## src/rtl/control_pkg.sv

```systemverilog
// Shared encodings for the multi-cycle control unit: opcodes, ALU/immediate codes,
// FSM state encoding and the per-state output table.
package control_pkg;

    localparam int DATA_W = 32;

    localparam logic [5:0] OP_RTYPE = 6'b100000;
    localparam logic [5:0] OP_LI    = 6'b111000;
    localparam logic [5:0] OP_LUI   = 6'b111001;
    localparam logic [5:0] OP_ADDI  = 6'b110000;
    localparam logic [5:0] OP_ANDI  = 6'b110010;
    localparam logic [5:0] OP_ORI   = 6'b110011;
    localparam logic [5:0] OP_B     = 6'b111111;
    localparam logic [5:0] OP_BEQ   = 6'b000000;
    localparam logic [5:0] OP_BNE   = 6'b000001;
    localparam logic [5:0] OP_LB    = 6'b000011;
    localparam logic [5:0] OP_SB    = 6'b000111;
    localparam logic [5:0] OP_LW    = 6'b001111;
    localparam logic [5:0] OP_SW    = 6'b011111;

    localparam logic [3:0] ALU_ADD  = 4'b0000;
    localparam logic [3:0] ALU_SUB  = 4'b0001;
    localparam logic [3:0] ALU_AND  = 4'b0010;
    localparam logic [3:0] ALU_OR   = 4'b0011;
    localparam logic [3:0] ALU_NOTA = 4'b0100;
    localparam logic [3:0] ALU_SRA  = 4'b1000;
    localparam logic [3:0] ALU_SRL  = 4'b1001;
    localparam logic [3:0] ALU_SLL  = 4'b1010;
    localparam logic [3:0] ALU_ROL  = 4'b1100;
    localparam logic [3:0] ALU_ROR  = 4'b1101;

    localparam logic [1:0] IMM_ZERO     = 2'b00;
    localparam logic [1:0] IMM_SIGN     = 2'b01;
    localparam logic [1:0] IMM_HIGH     = 2'b10;
    localparam logic [1:0] IMM_BR_SHIFT = 2'b11;

    typedef enum logic [3:0] {
        ST_RESET_IDLE = 4'd0,
        ST_FETCH      = 4'd1,
        ST_DECODE     = 4'd2,
        ST_EXEC_R     = 4'd3,
        ST_EXEC_I     = 4'd4,
        ST_BRANCH     = 4'd5,
        ST_MEM_ADDR   = 4'd6,
        ST_MEM_RD     = 4'd7,
        ST_MEM_WR     = 4'd8,
        ST_WB_ALU     = 4'd9,
        ST_WB_MEM     = 4'd10
    } state_t;

    typedef enum logic [2:0] {
        CLASS_R       = 3'd0,
        CLASS_I_ALU   = 3'd1,
        CLASS_BR      = 3'd2,
        CLASS_LD      = 3'd3,
        CLASS_ST      = 3'd4,
        CLASS_ILLEGAL = 3'd5
    } instr_class_t;

    typedef enum logic [1:0] {
        BR_ALWAYS = 2'd0,
        BR_EQ     = 2'd1,
        BR_NE     = 2'd2,
        BR_NONE   = 2'd3
    } br_kind_t;

    typedef struct packed {
        instr_class_t op_class;
        logic [1:0]   imm_ext;
        logic [3:0]   alu_func;
        logic         byte_op;
        br_kind_t     br_kind;
    } decode_t;

    typedef struct packed {
        logic       pc_sel;
        logic       pc_ld_en;
        logic       instr_ld_en;
        logic       rf_wr_en;
        logic       rf_wr_data_sel;
        logic       rf_b_sel;
        logic [1:0] imm_ext;
        logic       alu_bin_sel;
        logic [3:0] alu_func;
        logic       mem_wr_en;
        logic       byte_op;
    } ctrl_t;

    function automatic state_t next_state(state_t s, decode_t d);
        state_t n;
        n = ST_FETCH;
        case (s)
            ST_RESET_IDLE: n = ST_FETCH;
            ST_FETCH:      n = ST_DECODE;
            ST_DECODE: begin
                case (d.op_class)
                    CLASS_R:     n = ST_EXEC_R;
                    CLASS_I_ALU: n = ST_EXEC_I;
                    CLASS_BR:    n = ST_BRANCH;
                    CLASS_LD,
                    CLASS_ST:    n = ST_MEM_ADDR;
                    default:     n = ST_FETCH;
                endcase
            end
            ST_EXEC_R,
            ST_EXEC_I:     n = ST_WB_ALU;
            ST_MEM_ADDR:   n = (d.op_class == CLASS_LD) ? ST_MEM_RD : ST_MEM_WR;
            ST_MEM_RD:     n = ST_WB_MEM;
            default:       n = ST_FETCH;
        endcase
        return n;
    endfunction

    // Output pattern held for a whole state; the branch PC enable is added in the top
    // because it depends on ALU_zero within the BRANCH cycle itself.
    function automatic ctrl_t state_outputs(state_t s, decode_t d);
        ctrl_t c;
        c = '0;
        case (s)
            ST_FETCH: begin
                c.instr_ld_en = 1'b1;
                c.pc_ld_en    = 1'b1;
            end
            ST_EXEC_R: c.alu_func = d.alu_func;
            ST_EXEC_I: begin
                c.alu_bin_sel = 1'b1;
                c.imm_ext     = d.imm_ext;
                c.alu_func    = d.alu_func;
            end
            ST_BRANCH: begin
                c.rf_b_sel = 1'b1;
                c.alu_func = ALU_SUB;
                c.imm_ext  = IMM_BR_SHIFT;
                c.pc_sel   = 1'b1;
            end
            ST_MEM_ADDR: begin
                c.alu_bin_sel = 1'b1;
                c.imm_ext     = IMM_SIGN;
                c.alu_func    = ALU_ADD;
                c.rf_b_sel    = 1'b1;
            end
            ST_MEM_RD: c.byte_op = d.byte_op;
            ST_MEM_WR: begin
                c.mem_wr_en = 1'b1;
                c.byte_op   = d.byte_op;
            end
            ST_WB_ALU: c.rf_wr_en = 1'b1;
            ST_WB_MEM: begin
                c.rf_wr_en       = 1'b1;
                c.rf_wr_data_sel = 1'b1;
            end
            default: c = '0;
        endcase
        return c;
    endfunction

endpackage

```

## src/rtl/instr_decoder.sv

```systemverilog
// Combinational opcode decode into an instruction class plus the per-op
// immediate mode, ALU function, byte-access flag and branch condition.
module instr_decoder
    import control_pkg::*;
(
    input  logic [5:0] opcode,
    input  logic [3:0] func,
    output decode_t    dec
);

    always_comb begin
        dec.op_class = CLASS_ILLEGAL;
        dec.imm_ext  = IMM_ZERO;
        dec.alu_func = ALU_ADD;
        dec.byte_op  = 1'b0;
        dec.br_kind  = BR_NONE;
        case (opcode)
            OP_RTYPE: begin
                dec.op_class = CLASS_R;
                dec.alu_func = func;
            end
            OP_LI, OP_ADDI: begin
                dec.op_class = CLASS_I_ALU;
                dec.imm_ext  = IMM_SIGN;
            end
            // lui relies on rs = R0, so OR-ing the shifted immediate just passes it through
            OP_LUI: begin
                dec.op_class = CLASS_I_ALU;
                dec.imm_ext  = IMM_HIGH;
                dec.alu_func = ALU_OR;
            end
            OP_ANDI: begin
                dec.op_class = CLASS_I_ALU;
                dec.alu_func = ALU_AND;
            end
            OP_ORI: begin
                dec.op_class = CLASS_I_ALU;
                dec.alu_func = ALU_OR;
            end
            OP_B: begin
                dec.op_class = CLASS_BR;
                dec.imm_ext  = IMM_BR_SHIFT;
                dec.alu_func = ALU_SUB;
                dec.br_kind  = BR_ALWAYS;
            end
            OP_BEQ: begin
                dec.op_class = CLASS_BR;
                dec.imm_ext  = IMM_BR_SHIFT;
                dec.alu_func = ALU_SUB;
                dec.br_kind  = BR_EQ;
            end
            OP_BNE: begin
                dec.op_class = CLASS_BR;
                dec.imm_ext  = IMM_BR_SHIFT;
                dec.alu_func = ALU_SUB;
                dec.br_kind  = BR_NE;
            end
            OP_LB: begin
                dec.op_class = CLASS_LD;
                dec.imm_ext  = IMM_SIGN;
                dec.byte_op  = 1'b1;
            end
            OP_LW: begin
                dec.op_class = CLASS_LD;
                dec.imm_ext  = IMM_SIGN;
            end
            OP_SB: begin
                dec.op_class = CLASS_ST;
                dec.imm_ext  = IMM_SIGN;
                dec.byte_op  = 1'b1;
            end
            OP_SW: begin
                dec.op_class = CLASS_ST;
                dec.imm_ext  = IMM_SIGN;
            end
            default: dec.op_class = CLASS_ILLEGAL;
        endcase
    end

endmodule

```

## src/rtl/multicycle_control.sv

```systemverilog
// Multi-cycle control FSM: sequences FETCH/DECODE/EXEC/MEM/WB and drives
// registered datapath controls from the next state and the latched decode.
module multicycle_control
    import control_pkg::*;
#(
    parameter int DATA_W = control_pkg::DATA_W
) (
    input  logic              Clk,
    input  logic              Reset,
    input  logic [DATA_W-1:0] Instr,
    input  logic              ALU_zero,
    output logic              PC_sel,
    output logic              PC_LdEn,
    output logic              Instr_LdEn,
    output logic              RF_WrEn,
    output logic              RF_WrData_sel,
    output logic              RF_B_sel,
    output logic [1:0]        ImmExt,
    output logic              ALU_Bin_sel,
    output logic [3:0]        ALU_func,
    output logic              MEM_WrEn,
    output logic              ByteOp
);

    state_t  state;
    ctrl_t   ctrl_q;
    decode_t dec_live;
    decode_t dec_q;
    decode_t dec_sel;
    logic    branch_taken;
    logic    unused_instr_bits;

    assign unused_instr_bits = ^Instr[DATA_W-7:4];

    instr_decoder u_decoder (
        .opcode (Instr[DATA_W-1:DATA_W-6]),
        .func   (Instr[3:0]),
        .dec    (dec_live)
    );

    // Leaving DECODE uses the live decode; every later state uses the copy latched then.
    assign dec_sel = (state == ST_DECODE) ? dec_live : dec_q;

    always_ff @(posedge Clk) begin
        if (Reset) begin
            state  <= ST_RESET_IDLE;
            ctrl_q <= '0;
            dec_q  <= '0;
        end else begin
            state  <= next_state(state, dec_sel);
            ctrl_q <= state_outputs(next_state(state, dec_sel), dec_sel);
            if (state == ST_DECODE) begin
                dec_q <= dec_live;
            end
        end
    end

    always_comb begin
        branch_taken = 1'b0;
        if (state == ST_BRANCH) begin
            case (dec_q.br_kind)
                BR_ALWAYS: branch_taken = 1'b1;
                BR_EQ:     branch_taken = ALU_zero;
                BR_NE:     branch_taken = ~ALU_zero;
                default:   branch_taken = 1'b0;
            endcase
        end
    end

    assign PC_sel        = ctrl_q.pc_sel;
    assign PC_LdEn       = ctrl_q.pc_ld_en | branch_taken;
    assign Instr_LdEn    = ctrl_q.instr_ld_en;
    assign RF_WrEn       = ctrl_q.rf_wr_en;
    assign RF_WrData_sel = ctrl_q.rf_wr_data_sel;
    assign RF_B_sel      = ctrl_q.rf_b_sel;
    assign ImmExt        = ctrl_q.imm_ext;
    assign ALU_Bin_sel   = ctrl_q.alu_bin_sel;
    assign ALU_func      = ctrl_q.alu_func;
    assign MEM_WrEn      = ctrl_q.mem_wr_en;
    assign ByteOp        = ctrl_q.byte_op;

endmodule
```

## config.mk

```make
export PLATFORM = sky130hd
export DESIGN_NAME = multicycle_control
export DESIGN_NICKNAME = d
export VERILOG_FILES = /design/src/rtl/control_pkg.sv /design/src/rtl/instr_decoder.sv /design/src/rtl/multicycle_control.sv
export SDC_FILE = /design/constraint.sdc
export NUM_CORES = 1
export LEC_CHECK = 0
export ABC_AREA = 1
export BUFFER_PORTS_ARGS = -buffer_cell sky130_fd_sc_hd__buf_2
export CAP_MARGIN = 20
export CORE_MARGIN = 3
export CORE_UTILIZATION = 53
export DETAILED_ROUTE_END_ITERATION = 10
export PLACE_DENSITY = 0.83
export REMOVE_ABC_BUFFERS = 1
export SLEW_MARGIN = 15
export SYNTH_ARGS = -nofsm -noshare
export SYNTH_HDL_FRONTEND = slang
export SYNTH_SLANG_ARGS = --single-unit
```

## constraint.sdc

```tcl
create_clock -name Clk -period 4.8 [get_ports Clk]
set_input_delay 0.72 -clock Clk [delete_from_list [all_inputs] [get_ports Clk]]
set_output_delay 0.72 -clock Clk [all_outputs]
set_load 0.01 [all_outputs]
```

# Word-level counts from Yosys, hierarchy flattened
# Index checks and enable logic that the tools add are counted.
word_totals:
  reg_bits: 31
  inputBits: 35
  output_inout_bits: 15
classes:
  eq_ne: 34
  mux: 21
  bitwise_logic: 3
  reduce_logical: 18
op_table:
  columns: ["op", "count"]
  rows:
  - ["equality test 6 bit (second input constant)", 7]
  - ["equality test 4 x 3 -> 1 bit (second input constant)", 8]
  - ["OR reduction 2 bit", 12]
  - ["case mux 4 bit (5 select lines)", 1]
  - ["case mux 2 bit (3 select lines)", 3]
  - ["case mux 4 bit (4 select lines)", 1]
  - ["case mux 3 bit (5 select lines)", 1]
  - ["equality test 4 x 2 -> 1 bit (second input constant)", 3]
  - ["equality test 4 bit (second input constant)", 3]
  - ["2-to-1 mux 12 bit", 1]
  - ["case mux 3 bit (4 select lines)", 1]
  - ["equality test 4 x 1 -> 1 bit (second input constant)", 2]
  - ["2-to-1 mux 1 bit", 8]
  - ["2-to-1 mux 4 bit", 2]
  - ["case mux 4 bit (2 select lines)", 1]
  - ["equality test 3 x 2 -> 1 bit (second input constant)", 2]
  - ["equality test 6 x 1 -> 1 bit (second input constant)", 1]
  - ["equality test 6 x 2 -> 1 bit (second input constant)", 1]
  - ["equality test 6 x 3 -> 1 bit (second input constant)", 1]
  - ["equality test 6 x 4 -> 1 bit (second input constant)", 1]
  - ["equality test 6 x 5 -> 1 bit (second input constant)", 1]
  - ["zero test 6 bit", 1]
  - ["OR reduction 6 bit", 1]
  - ["OR reduction 5 bit", 1]
  - ["11 further kinds", 12]

# Logic depth before layout (Yosys ltp)
logic_depth:
  word_depth: 13
  depth_mapped: 17

# By module
# Synthesis repeated with hierarchy kept, for this count alone.
hier_totals:
  hier_cells: 234
  hier_area_um2: 1555.2
by_module_without_submodules:
  columns: ["module", "instances", "cells_per_inst", "area_each_um2"]
  rows:
  - ["multicycle_control", 1, 166, 1243.7]
  - ["instr_decoder", 1, 68, 311.5]

# Least setup slack after synthesis
# No wires, ideal clock.
synth_timing:
  path_kind: "input -> register"
  from: "input port Instr[29]"
  to: "register ctrl_q, in the netlist ALU_func[0]"
  setup_ns: 0.059
  arrival_time_ns: 2.048
  required_ns: 4.741
  path_slack_ns: 2.693
  stages: 15
  cell_sequence: "nor2_2 -> nand3_1 -> nand2_2 -> nor2_4 -> nand2_1 -> nand2_2 -> nand2_4 -> nor2_4 -> nand3_4 -> nand2_1 -> nor2_4 -> nand3_4 -> nand2_1 -> nand2_1 -> nand2_1"
synth_between:
  elab_chain_cells: 12
  elab_cells_between_ends: 36
synth_rtl:
  columns: ["item", "line", "source"]
  rows:
  - ["start, declared", "multicycle_control.sv:10", "input logic [DATA_W-1:0] Instr,"]
  - ["equality test 6 bit, or another cell as far along", "instr_decoder.sv:17", "case (opcode)"]
  - ["OR reduction 5 bit (no source line), or another cell as far along", null, null]
  - ["case mux 3 bit (5 select lines)", "instr_decoder.sv:17", null]
  - ["2-to-1 mux 12 bit (*)", null, null]
  - ["equality test 3 x 2 -> 1 bit or equality test 3 bit (tied branches)", "control_pkg.sv:96, control_pkg.sv:107", null]
  - ["OR reduction 2 bit", "control_pkg.sv:96", "case (d.op_class)"]
  - ["case mux 3 bit (4 select lines)", "control_pkg.sv:96", null]
  - ["case mux 4 bit (5 select lines)", "control_pkg.sv:92", "case (s)"]
  - ["2-to-1 mux 4 bit", "multicycle_control.sv:45", "if (Reset) begin"]
  - ["equality test 4 x 3 -> 1 bit or equality test 4 x 2 -> 1 bit (tied branches)", "control_pkg.sv:119", "case (s)"]
  - ["OR reduction 2 bit (no source line)", null, null]
  - ["case mux 4 bit (2 select lines) (*)", "control_pkg.sv:119", null]
  - ["end signal, assigned", "multicycle_control.sv:51", "ctrl_q <= state_outputs(next_state(state, dec_sel), dec_sel);"]
  - ["end, declared", "multicycle_control.sv:26", "ctrl_t ctrl_q;"]
# Every way passes the cells marked *; elsewhere a longest branch is shown, timed or not. The select of a mux whose other input is x is not followed.
# A chain may end at the register's enable or synchronous reset.

# Worst setup path in the final report
layout_timing:
  from: "register state[3]"
  to: "register ctrl_q, in the netlist ALU_func[0]"
layout_between:
  elab_chain_cells: 10
  elab_cells_between_ends: 23
layout_rtl:
  columns: ["item", "line", "source"]
  rows:
  - ["start, declared", "multicycle_control.sv:25", "state_t state;"]
  - ["start signal, assigned", "multicycle_control.sv:50", "state <= next_state(state, dec_sel);"]
  - ["equality test 4 x 2 -> 1 bit", "control_pkg.sv:92, multicycle_control.sv:42", null]
  - ["2-to-1 mux 12 bit", null, null]
  - ["equality test 3 x 2 -> 1 bit or equality test 3 bit (tied branches)", "control_pkg.sv:96, control_pkg.sv:107", null]
  - ["OR reduction 2 bit", "control_pkg.sv:96", null]
  - ["case mux 3 bit (4 select lines)", "control_pkg.sv:96", null]
  - ["case mux 4 bit (5 select lines)", "control_pkg.sv:92", null]
  - ["2-to-1 mux 4 bit", "multicycle_control.sv:45", null]
  - ["equality test 4 x 3 -> 1 bit or equality test 4 x 2 -> 1 bit (tied branches)", "control_pkg.sv:119", null]
  - ["OR reduction 2 bit (no source line)", null, null]
  - ["case mux 4 bit (2 select lines) (*)", "control_pkg.sv:119", null]
# Marks and branches as above.

==> impl_metrics.env <==
export IMPL_outcome="completed"
export IMPL_port_buffers=27
export IMPL_layout_drive_gt1_share_pct=30.2
export IMPL_drtIter0Drc=49
export IMPL_hpwlAfterDp_um=2340
export IMPL_hold_buffers=0
export IMPL_setup_violations=0
export IMPL_postCtsSetupBuffers=0
export IMPL_die_area_mm2=0.00360
export IMPL_h_tree_depth=2
export IMPL_cp_cell_sequence="or2_4, nor3_4, inv_2, nor2_1, nand2_2, nand2_4, nand2_2, nand2_2, nand2_1, nand3_1, nand3_2, nand2_1, nand2_1, nand2_1"
export IMPL_worstMarginPinSlew_ps=908
export IMPL_max_freq_mhz=372
export IMPL_clkTransAtPathRegs_ps=90
export IMPL_antenna_left=0
export IMPL_synth_seq_cells=30
export IMPL_row_count=18
export IMPL_fin_area_mm2=0.00173
export IMPL_n_antenna_cell=0
export IMPL_cts_root_buf="clkbuf_4"
export IMPL_seq_area_frac_synth_pct=38.9
export IMPL_grt_antenna_before_repair=0
export IMPL_netlist_area_mm2=0.00155
export IMPL_holdWs_ps=494
export IMPL_die_w_um=60.0
export IMPL_num_io_pins=50
export IMPL_critPathMostFrequentCell="nand2_1"
export IMPL_vias_per_cell=5.24
export IMPL_dr_pass1_iters=4
export IMPL_path_max_fanout=23
export IMPL_syn_to_final_growth_pct=12.1
export IMPL_crit_type="flop to flop"
export IMPL_hold_violations=0
export IMPL_critical_path_arrival_ps=2960
export IMPL_mostFrequentLayoutCell="nand2_1"
export IMPL_cap_violations=0
export IMPL_synth_warning_count=0
export IMPL_core_area_mm2=0.00261
export IMPL_routed_wl_um=3100
export IMPL_cts_sinks=30
export IMPL_vias=1373
export IMPL_wire_per_inst_um=11.8
export IMPL_tns_ps=0
export IMPL_cts_resized=0
export IMPL_hp_class="flop to flop"
export IMPL_cpPeakStageDelay_ps=700
export IMPL_cp_required_ps=5070
export IMPL_n_fill_cell=233
export IMPL_grt_max_degree=24
export IMPL_final_period_utilization_pct=56.0
export IMPL_power_density_mw_per_mm2=522
export IMPL_cp_slowest_cell="nor3_4"
export IMPL_rsz0062_at_grt="false"
export IMPL_clk_latency_ps=320
export IMPL_grt_pass1_vias=1167
export IMPL_finalPower_mw=0.905
export IMPL_grtUsageTotal_pct=19.0
export IMPL_grt_overflow=0
export IMPL_start_util_pct=59.1
export IMPL_final_cell_mix="nand2_1, dfxtp_1, nor2_1, buf_2"
export IMPL_layout_nets=267
export IMPL_setup_worst_path_start_class="flop"
export IMPL_period_minus_slack_ps=2690
export IMPL_slew_headroom_pct=39.2
export IMPL_place_area_mm2=0.00169
export IMPL_ys_types=31
export IMPL_drc_errors=0
export IMPL_p_leak_nw=0.836
export IMPL_peakVddDrop_v=0.000403
export IMPL_grt_pass1_wl_um=4990
export IMPL_syn_mean_instance_area_um2=7.65
export IMPL_fin_skew_ps=7.71
export IMPL_clockBufferDepth=2
export IMPL_die_y_um=60.0
export IMPL_cts_tree="built"
export IMPL_postSynthCellCount=202
export IMPL_place_congestion=0.900
export IMPL_end_kind="flop"
export IMPL_numCtsBuffers=5
export IMPL_drv_slew=0
==> power breakdown <==
| group | internal (mW) | switching (mW) | leakage (nW) | total (mW) |
|---|---|---|---|---|
| logic | 0.153 | 0.291 | 0.567 | 0.444 |
| clock network | 0.0551 | 0.0773 | 0.0254 | 0.132 |
| registers | 0.301 | 0.0267 | 0.244 | 0.328 |
==> metal layers <==
layer  track usage (%)  vias to the layer above  share of wire, %
met2              29.3                       39                46
met1              24.6                      609                47
li1                  -                      718                 -
met3              4.54                        7               4.6
met4              9.49                        0               2.2
met5                 0                        -                 0
==> flip-flops by register name, indices dropped and copies added, names as in the netlist <==
register       count
ByteOp             1
RF_B_sel           1
ctrl_q             1
state              4
ALU_func           4
MEM_WrEn           1
dec_q             12
PC_sel             1
ALU_Bin_sel        1
RF_WrEn            1
ImmExt             2
RF_WrData_sel      1
==> critical path: cells and delay by family, from the launching register on <==
| kind | cells | cell delay [ps] |
|---|---|---|
| simple gates | 13 | 2040 |
| flops | 1 | 330 |
| buf+inv | 1 | 260 |
==> kinds of logic after synthesis <==
group	count (synthesis)	share of synthesized area [%]
AND/OR/NAND/NOR	115	40.4
AO/OA/AOI/OAI	33	13.5
flip-flops	30	38.9
buffers and inverters	23	6.56
multiplexers	1	0.648
==> area by class of cell <==
class / instances / area [µm²] / share of cell area, %
Clock buffer: 7 / 45.0 / 2.60
Inverter: 19 / 71.3 / 4.12
Tap cell: 30 / 37.5 / 2.17
Timing Repair Buffer: 27 / 135 / 7.80
Multi-Input combinational cell: 149 / 843 / 48.7
Sequential cell: 30 / 601 / 34.7
==> worst paths after layout <==
check / from / to / slack, ps / depth (start not counted)
max: state[3]$_SDFF_PP0_ / ALU_func[0]$_SDFF_PP0_ / 2110 / 14
min: dec_q[0]$_SDFFE_PP0N_ / dec_q[0]$_SDFFE_PP0N_ / 490 / 2
max reg2reg: state[3]$_SDFF_PP0_ / ALU_func[0]$_SDFF_PP0_ / 2110 / 14
min reg2reg: dec_q[0]$_SDFFE_PP0N_ / dec_q[0]$_SDFFE_PP0N_ / 490 / 2
==> stage by stage <==
stage / utilization (%) / setup WS (ps) / instances
after CTS: 66.3 / 2080 / 262
final: 66.3 / 2110 / 262
after global placement: 64.6 / 2190 / 255
after floorplan: - / 2540 / 198
after detailed placement: 64.6 / 2100 / 255
after global routing: 66.3 / 1850 / 262
==> synthesized netlist by cell type <==
master,count,area [µm²]
nand2_1,32,120
dfxtp_1,30,601
nor2_1,29,109
inv_1,16,60.1
nand3_1,16,80.1
a21oi_1,12,60.1
nand2_2,10,62.6
o21ai_0,9,45.0
nor2_2,7,43.8
a21boi_1,3,22.5
inv_2,3,11.3
nand2_4,3,33.8
nand3_2,3,30.0
nand4_1,3,18.8
nor2_4,3,33.8
a21oi_4,2,32.5
buf_6,2,22.5
clkbuf_1,2,7.51
nand3_4,2,35.0
nor3_1,2,10.0
o21ai_1,2,10.0
or2_2,2,12.5
a211oi_1,1,7.51
a31oi_1,1,6.26
a41o_1,1,10.0
a41oi_1,1,8.76
mux2i_1,1,10.0
nor3_2,1,10.0
nor3_4,1,16.3
o22ai_1,1,6.26
or2_4,1,8.76
Power figures use the tool's default switching activity.
